--- src/rtl/cam_i2c_responder.sv ---
// I2C/SCCB register-port target for the camera configuration master.
// Oversamples SCL/SDA on clk; supports register writes, pointer set and burst reads.
module cam_i2c_responder #(
  parameter logic [6:0]  DEV_ADDR = 7'h21,
  parameter int unsigned REG_AW   = 4
) (
  input  logic              clk,
  input  logic              reset,
  input  logic              i2c_scl,
  input  logic              i2c_sda_in,
  output logic              i2c_sda_pull,
  output logic              wr_strobe,
  output logic [REG_AW-1:0] wr_addr,
  output logic [7:0]        wr_data,
  output logic              busy
);

  localparam int unsigned Depth = 2 ** REG_AW;

  typedef enum logic [3:0] {
    StIdle,
    StAddr,
    StAddrAck,
    StReg,
    StRegAck,
    StWdata,
    StWdataAck,
    StRdata,
    StRdataAck
  } state_e;

  logic [2:0]        r_scl_sync, r_sda_sync;
  state_e            r_state, w_state_d;
  logic [3:0]        r_cnt, w_cnt_d;
  logic [7:0]        r_shift, w_shift_d;
  logic              r_rw, w_rw_d;
  logic              r_acked, w_acked_d;
  logic              r_pull, w_pull_d;
  logic              r_busy, w_busy_d;
  logic [REG_AW-1:0] r_ptr, w_ptr_d;
  logic              r_strobe, w_strobe_d;
  logic [REG_AW-1:0] r_wr_addr, w_wr_addr_d;
  logic [7:0]        r_wr_data, w_wr_data_d;
  logic              w_we;
  logic [7:0]        r_regs [Depth];

  logic       w_scl_rise, w_scl_fall, w_scl_high;
  logic       w_sda_rise, w_sda_fall, w_sda;
  logic       w_start, w_stop;
  logic [7:0] w_byte, w_rd_byte;

  // Index [1] is the synchronized level, [2] the previous sample for edge detection.
  assign w_scl_rise = r_scl_sync[1] & ~r_scl_sync[2];
  assign w_scl_fall = ~r_scl_sync[1] & r_scl_sync[2];
  assign w_scl_high = r_scl_sync[1] & r_scl_sync[2];
  assign w_sda_rise = r_sda_sync[1] & ~r_sda_sync[2];
  assign w_sda_fall = ~r_sda_sync[1] & r_sda_sync[2];
  assign w_sda      = r_sda_sync[1];
  assign w_start    = w_sda_fall & w_scl_high;
  assign w_stop     = w_sda_rise & w_scl_high;
  assign w_byte     = {r_shift[6:0], w_sda};
  assign w_rd_byte  = r_regs[r_ptr];

  always_comb begin
    w_state_d   = r_state;
    w_cnt_d     = r_cnt;
    w_shift_d   = r_shift;
    w_rw_d      = r_rw;
    w_acked_d   = r_acked;
    w_pull_d    = r_pull;
    w_busy_d    = r_busy;
    w_ptr_d     = r_ptr;
    w_strobe_d  = 1'b0;
    w_wr_addr_d = r_wr_addr;
    w_wr_data_d = r_wr_data;
    w_we        = 1'b0;
    if (w_start) begin
      w_state_d = StAddr;
      w_cnt_d   = 4'd0;
      w_acked_d = 1'b0;
      w_pull_d  = 1'b0;
    end else if (w_stop) begin
      w_state_d = StIdle;
      w_pull_d  = 1'b0;
      w_busy_d  = 1'b0;
    end else begin
      unique case (r_state)
        StIdle: ;
        StAddr, StReg, StWdata: begin
          if (w_scl_rise) begin
            w_shift_d = w_byte;
            w_cnt_d   = r_cnt + 4'd1;
            if (r_cnt == 4'd7) begin
              w_cnt_d = 4'd0;
              if (r_state == StAddr) begin
                if (w_byte[7:1] == DEV_ADDR) begin
                  w_state_d = StAddrAck;
                  w_rw_d    = w_byte[0];
                end else begin
                  w_state_d = StIdle;
                  w_busy_d  = 1'b0;
                end
              end else if (r_state == StReg) begin
                w_ptr_d   = w_byte[REG_AW-1:0];
                w_state_d = StRegAck;
              end else begin
                w_we        = 1'b1;
                w_strobe_d  = 1'b1;
                w_wr_addr_d = r_ptr;
                w_wr_data_d = w_byte;
                w_ptr_d     = r_ptr + 1'b1;
                w_state_d   = StWdataAck;
              end
            end
          end
        end
        StAddrAck, StRegAck, StWdataAck: begin
          // First fall drives the ACK, second fall hands SDA to the next byte.
          if (w_scl_fall) begin
            if (!r_acked) begin
              w_pull_d  = 1'b1;
              w_acked_d = 1'b1;
              if (r_state == StAddrAck) w_busy_d = 1'b1;
            end else begin
              w_acked_d = 1'b0;
              w_cnt_d   = 4'd0;
              w_pull_d  = 1'b0;
              if (r_state == StAddrAck && r_rw) begin
                w_state_d = StRdata;
                w_shift_d = w_rd_byte;
                w_pull_d  = ~w_rd_byte[7];
              end else if (r_state == StAddrAck) begin
                w_state_d = StReg;
              end else begin
                w_state_d = StWdata;
              end
            end
          end
        end
        StRdata: begin
          if (w_scl_rise) begin
            w_cnt_d = r_cnt + 4'd1;
          end else if (w_scl_fall) begin
            if (r_cnt == 4'd8) begin
              w_pull_d  = 1'b0;
              w_acked_d = 1'b0;
              w_state_d = StRdataAck;
            end else begin
              w_pull_d  = ~r_shift[6];
              w_shift_d = {r_shift[6:0], 1'b0};
            end
          end
        end
        StRdataAck: begin
          if (w_scl_rise && !r_acked) begin
            w_ptr_d = r_ptr + 1'b1;
            if (!w_sda) begin
              w_acked_d = 1'b1;
            end else begin
              w_state_d = StIdle;
              w_busy_d  = 1'b0;
            end
          end else if (w_scl_fall && r_acked) begin
            w_acked_d = 1'b0;
            w_cnt_d   = 4'd0;
            w_shift_d = w_rd_byte;
            w_pull_d  = ~w_rd_byte[7];
            w_state_d = StRdata;
          end
        end
        default: w_state_d = StIdle;
      endcase
    end
  end

  always_ff @(posedge clk) begin
    if (reset) begin
      r_scl_sync <= 3'b111;
      r_sda_sync <= 3'b111;
      r_state    <= StIdle;
      r_cnt      <= 4'd0;
      r_shift    <= 8'h00;
      r_rw       <= 1'b0;
      r_acked    <= 1'b0;
      r_pull     <= 1'b0;
      r_busy     <= 1'b0;
      r_ptr      <= '0;
      r_strobe   <= 1'b0;
      r_wr_addr  <= '0;
      r_wr_data  <= 8'h00;
      for (int unsigned i = 0; i < Depth; i++) r_regs[i] <= 8'h00;
    end else begin
      r_scl_sync <= {r_scl_sync[1:0], i2c_scl};
      r_sda_sync <= {r_sda_sync[1:0], i2c_sda_in};
      r_state    <= w_state_d;
      r_cnt      <= w_cnt_d;
      r_shift    <= w_shift_d;
      r_rw       <= w_rw_d;
      r_acked    <= w_acked_d;
      r_pull     <= w_pull_d;
      r_busy     <= w_busy_d;
      r_ptr      <= w_ptr_d;
      r_strobe   <= w_strobe_d;
      r_wr_addr  <= w_wr_addr_d;
      r_wr_data  <= w_wr_data_d;
      if (w_we) r_regs[r_ptr] <= w_byte;
    end
  end

  // Gating with reset frees the bus in the very cycle reset is raised.
  assign i2c_sda_pull = r_pull & ~reset;
  assign wr_strobe    = r_strobe;
  assign wr_addr      = r_wr_addr;
  assign wr_data      = r_wr_data;
  assign busy         = r_busy;

endmodule
--- config.mk ---
export PLATFORM = sky130hd
export DESIGN_NAME = cam_i2c_responder
export DESIGN_NICKNAME = d
export VERILOG_FILES = /design/src/rtl/cam_i2c_responder.sv
export SDC_FILE = /design/constraint.sdc
export NUM_CORES = 1
export LEC_CHECK = 0
export CELL_PAD_IN_SITES_DETAIL_PLACEMENT = 1
export CELL_PAD_IN_SITES_GLOBAL_PLACEMENT = 2
export CORE_MARGIN = 5
export CORE_UTILIZATION = 39
export DETAILED_ROUTE_END_ITERATION = 8
export PLACE_DENSITY = 0.78
export SETUP_SLACK_MARGIN = 0.15
export SLEW_MARGIN = 20
export SYNTH_ARGS = -nofsm -noshare
export SYNTH_HDL_FRONTEND = slang
export SYNTH_SLANG_ARGS = --single-unit
--- constraint.sdc ---
create_clock -name clk -period 2.48 [get_ports clk]
set_input_delay 0.744 -clock clk [delete_from_list [all_inputs] [get_ports clk]]
set_output_delay 0.744 -clock clk [all_outputs]
set_load 0.02 [all_outputs]
==> Word level (Yosys, flattened, before mapping) <==
Memories as Yosys holds them, arrays and structs flattened. A register that Yosys moved wholly into a read port is not among the register bits.
Index checks and enable logic that the tools add are counted.
{ "word_totals": {"regBits": 42, "mem_bits_rw": 128, "input_bits": 4, "output_inout_bits": 15, "word_cells": 196, "n_memories": 1} }
{ "mem_list": {"columns": ["name", "words", "width", "read_ports", "rd_clocked_by_memory_dff", "write_ports", "line", "source"], "rows": [
  ["r_regs", 16, 8, 1, 1, 16, "45", "logic [7:0] r_regs [Depth];"]
]} }
{ "op_classes": {"add_sub_neg": 2, "eq_ne": 47, "n_mux": 88, "bitwise": 20, "reduce_logical": 24} }
{ "op_table": {"columns": ["operator", "count"], "rows": [
  ["4-bit two-way mux", 26],
  ["7-bit two-way mux", 9],
  ["1-bit two-way mux", 41],
  ["3-bit != test (second input constant)", 13],
  ["2-bit != test (second input constant)", 14],
  ["4-bit != test (second input constant)", 7],
  ["7-bit case mux with 4 select lines", 1],
  ["7-bit AND reduction", 3],
  ["4-bit by 3-bit equality test with 1-bit output (second input constant)", 5],
  ["4-bit case mux with 5 select lines", 1],
  ["10-bit AND reduction", 2],
  ["4-bit case mux with 4 select lines", 1],
  ["8-bit AND reduction", 2],
  ["1-bit inverter", 12],
  ["12-bit AND reduction", 1],
  ["11-bit AND reduction", 1],
  ["5-bit != test (second input constant)", 2],
  ["1-bit case mux with 3 select lines", 3],
  ["3-bit OR reduction", 3],
  ["4-bit by 1-bit adder with 4-bit output (second input constant)", 2],
  ["1-bit AND", 8],
  ["4-bit by 2-bit equality test with 1-bit output (second input constant)", 2],
  ["4-bit equality test (second input constant)", 2],
  ["8-bit two-way mux", 1],
  ["14 further kinds", 19]
]} }

==> Longest topological paths before layout <==
{ "depth": {"depth_word": 13, "depth_mapped": 9, "depth_no_buf": 8} }

==> Least setup slack after synthesis <==
No wires, ideal clock.
{ "synth_timing": {"kind": "flip-flop to flip-flop", "start": "register r_state[0]", "end": "memory r_regs[2][0], enable pin", "setup_time_ps": 384, "t_arrival_ps": 2219, "required_ps": 2096, "path_slack_ps": -123, "path_stages_with_launch": 8, "path_buffers": 3, "synth_period_minus_slack_ps": 2603, "cell_sequence": "dfxtp_1 > clkbuf_1 > nor2b_1 > nand3_1 > or3_1 > clkbuf_1 > clkbuf_1 > o21ai_0"} }
{ "synth_rtl": {"columns": ["item", "line", "source"], "rows": [
  ["from (decl)", "33", "state_e r_state, w_state_d;"],
  ["from (signal assigned)", "180", "r_state <= StIdle;"],
  ["from (signal assigned)", "195", "r_state <= w_state_d;"],
  ["to (decl)", "45", null]
]} }

==> qor.json <==
{
  "peakVddDrop_uv": 384.8,
  "post_route_cells_drive_above_1_share_pct": 22.42,
  "antennaDiodeCount": 0,
  "syn-cell-area_mm2": 0.008489,
  "io_pins": 19,
  "static-leakage-power_nw": 3.404,
  "hold_viol_final": 0,
  "gpl.final_weighted_congestion": 0.8467,
  "die_w_um": 157.5,
  "hold_path.class": "reg2reg",
  "cap_viol_max_count": 0,
  "tritoncts": "done",
  "grt_overflow": 0,
  "post_drt_via_cell_ratio": 5.628,
  "inserted_clock_buffers": 17,
  "cp.required_ps": 2840,
  "initial_core_util_pct": 39.27,
  "io_buffer_count": 18,
  "end_kind": "flip-flop",
  "post_synth.cell_area_avg_um2": 11.84,
  "drt-initial-drc-count": 363,
  "synth.distinct_cells": 64,
  "cp-start-kind": "flip-flop",
  "num-nets-final": 773,
  "top_cell_type_s_share_of_synthesized_area_pct": 45.28,
  "depth_of_the_cts_h_tree": 4,
  "synth_async_sr_flop_share_pct": 0,
  "pin_count_of_the_biggest_net_entering_global_routing": 44,
  "clock_network_latency_to_the_later_pin_of_the_worst_skew_pair_ps": 440,
  "clock.fmax_mhz": 442.4,
  "final_hold_slack_ps": 424.7,
  "area_growth_syn_to_layout_pct": 18.00,
  "layout.filler_cells": 2280,
  "r2r.worst_path.cells": 6,
  "drt_total_wl_um": 24150,
  "wire_length_of_the_first_global_routing_pass_um": 38010,
  "setup_viol": 0,
  "routed_wire_length_per_instance_um": 22.87,
  "vias": 5943,
  "critical_path_peak_fanout": 4,
  "mappedNetlistNets": 727,
  "cts_clk_pin_slew_worst_paths_ps": 80,
  "grt_pass1_vias": 6554,
  "clockRootBuffer": "sky130_fd_sc_hd__clkbuf_16",
  "drtPass1Iterations": 4,
  "crit_path_time_final_ps": 2260,
  "critical_path.reg2reg.endpoint": "r_pull$_SDFFE_PP0P_",
  "drc": 0,
  "power_density_mw_per_mm2": 620.7,
  "ys_top_cells_by_area": "sky130_fd_sc_hd__edfxtp_1 (45%), sky130_fd_sc_hd__dfxtp_1 (11%), sky130_fd_sc_hd__mux4_2 (8.0%), sky130_fd_sc_hd__and2_1 (7.7%), sky130_fd_sc_hd__mux2i_1 (2.7%)",
  "dpl.hpwl_um": 17300,
  "die_y_um": 157.5,
  "gr_usage_total_pct": 20.32,
  "ys_seq_area_share_pct": 56.12,
  "critical_path_class": "reg2reg",
  "core_mm2": 0.02162,
  "timing.hold.worst_path_depth": 1,
  "synth-main-ff-cell": "sky130_fd_sc_hd__edfxtp_1",
  "synth_area_leader_cell": "sky130_fd_sc_hd__edfxtp_1",
  "num_rows": 54,
  "floorplan.die_area_mm2": 0.02482,
  "holdCritStartpoint": "r_sda_sync[0]$_SDFF_PP1_",
  "synth.yosys.warnings": 0,
  "cts_sinks": 174,
  "synth-seq-cells": 174,
  "clock_skew_ps": 15.09,
  "dpl-instance-area_mm2": 0.009316,
  "synth_commonest_cells": "sky130_fd_sc_hd__edfxtp_1 (128), sky130_fd_sc_hd__and2_1 (105), sky130_fd_sc_hd__nor2_1 (57)",
  "worst_slew_margin_rel_pct": 56.02,
  "min_delay_worst_endpoint": "r_sda_sync[1]$_SDFF_PP1_",
  "finish.instance_area_mm2": 0.01002,
  "worst_endpoint_data_arrival_time_ps": 2620,
  "synth-edff-count": 128,
  "status": "complete, no violations",
  "maximum_count_of_clock_buffers_along_a_single_path": 2,
  "min_period_over_period_pct": 91.14,
  "initial_antenna_violation_count": 0,
  "cells_after_synthesis": 717,
  "ant_nets": 0,
  "yosysMostFrequentCell": "sky130_fd_sc_hd__edfxtp_1",
  "rsz0062_at_grt": "false",
  "cts_hold_buffers": 0,
  "setup.reg_to_reg.worst_slack_ps": 220,
  "slew_violations": 0,
  "tightestPinTransition_ps": 658.8
}
worst max-delay path by stage:
| stage | depth (start not counted) | to | slack, ps |
|---|---|---|---|
| floorplan | 5 | r_regs[4][0]$_SDFFCE_PN0P_ | 30 |
| global placement | 7 | r_regs[14][6]$_SDFFCE_PN0P_ | 60 |
| detailed placement | 7 | r_regs[1][5]$_SDFFCE_PN0P_ | -7 |
| CTS | 6 | r_shift[3]$_SDFFE_PP0P_ | 140 |
| global route | 7 | r_cnt[2]$_SDFFE_PP0P_ | 140 |
| finish | 6 | r_pull$_SDFFE_PP0P_ | 220 |
power by group:
group	total (W)	leakage, nW	internal (W)	switching (W)
clock network	0.00272	0.293	0.00145	0.00128
registers	0.00327	1.59	0.00322	0.0000464
logic	0.000227	1.52	0.0000941	0.000133
total	0.00622	3.40	0.00476	0.00146
worst max-delay path: stages, from the launching register on:
cell and delay [ps]:
sky130_fd_sc_hd__dfxtp_4 400, sky130_fd_sc_hd__mux4_2 520, sky130_fd_sc_hd__nor2b_1 160, sky130_fd_sc_hd__a211oi_1 270, sky130_fd_sc_hd__a21oi_1 160, sky130_fd_sc_hd__or4_1 530
sky130_fd_sc_hd__a21oi_1 150
cells in the final DEF, fill, tap and decap left out, types with 4 or more instances in the layout:
cell / count
sky130_fd_sc_hd__and3_1: 4
sky130_fd_sc_hd__nor4_1: 4
sky130_fd_sc_hd__buf_4: 64
sky130_fd_sc_hd__clkdlybuf4s50_1: 16
sky130_fd_sc_hd__a21oi_1: 20
sky130_fd_sc_hd__nor2_1: 55
sky130_fd_sc_hd__nor3_1: 34
sky130_fd_sc_hd__clkbuf_16: 17
sky130_fd_sc_hd__edfxtp_1: 128
sky130_fd_sc_hd__inv_8: 8
sky130_fd_sc_hd__mux2i_1: 23
sky130_fd_sc_hd__buf_12: 4
sky130_fd_sc_hd__a211oi_2: 4
sky130_fd_sc_hd__ha_1: 6
sky130_fd_sc_hd__inv_1: 9
sky130_fd_sc_hd__nand2b_1: 7
sky130_fd_sc_hd__o21ai_1: 8
sky130_fd_sc_hd__a211oi_1: 19
sky130_fd_sc_hd__dfxtp_1: 41
sky130_fd_sc_hd__o21ai_0: 15
sky130_fd_sc_hd__nand4_1: 4
sky130_fd_sc_hd__nand3_1: 10
sky130_fd_sc_hd__nand3b_1: 8
sky130_fd_sc_hd__or2_2: 6
sky130_fd_sc_hd__nor2b_1: 19
sky130_fd_sc_hd__o21ai_2: 6
sky130_fd_sc_hd__and2_1: 105
sky130_fd_sc_hd__nand2_1: 24
sky130_fd_sc_hd__mux4_2: 30
cell families after synthesis:
group / synth area share [%]
compound gates: 7.679
simple gates: 21.05
buf+inv: 3.493
fa+ha+maj: 0.8843
flops: 56.12
mux: 10.67
xor+xnor: 0.1032
sequential cells by signal, indices dropped and copies added (netlist names), named ones only:
signal,count
r_scl_sync,3
busy,1
r_sda_sync,3
r_regs,128
r_ptr,4
r_cnt,4
r_rw,1
r_acked,1
wr_addr,4
wr_data,8
r_shift,7
r_state,4
wr_strobe,1
r_pull,1
through the flow:
step           total power (W)  TNS, ps  utilization [%]  setup WS (ps)  cells
2_1_floorplan         0.003433        0                -          29.87    717
3_3_place_gp          0.003540        0            43.09          58.06   1021
3_5_place_dp          0.003555   -43.95            43.09         -7.473   1021
4_1_cts               0.006255        0            45.90          139.1   1053
5_1_grt               0.006419        0            46.33          144.3   1056
6_report              0.006218        0            46.33          219.6   1056
routing by layer:
layer  part of all wire [%]  GRT usage (%)  routed length [um]
met5                      0              0                   0
met4                    2.5          7.210                 613
met3                    4.2          3.904                1025
met2                     51          35.09               12310
met1                     42          25.54               10210
area by class of cell:
| cell class | count | area, um^2 | share of cell area, % |
|---|---|---|---|
| timing repair buffer | 88 | 757.0 | 7.557 |
| sequential | 174 | 4776 | 47.68 |
| clock buffer | 17 | 425.4 | 4.247 |
| clock inverter | 15 | 167.7 | 1.674 |
| multi-input combinational | 473 | 3507 | 35.01 |
| tap | 280 | 350.3 | 3.497 |
| inverter | 9 | 33.78 | 0.3372 |
repair_timing:
item / in CTS / in global routing
endpoints found under the setup margin: 40 / 83
pin swaps: 0 / 2
buffers inserted: 0 / 3
resized for setup: 7 / 19
No activity file was read; power rests on OpenSTA's default activity.
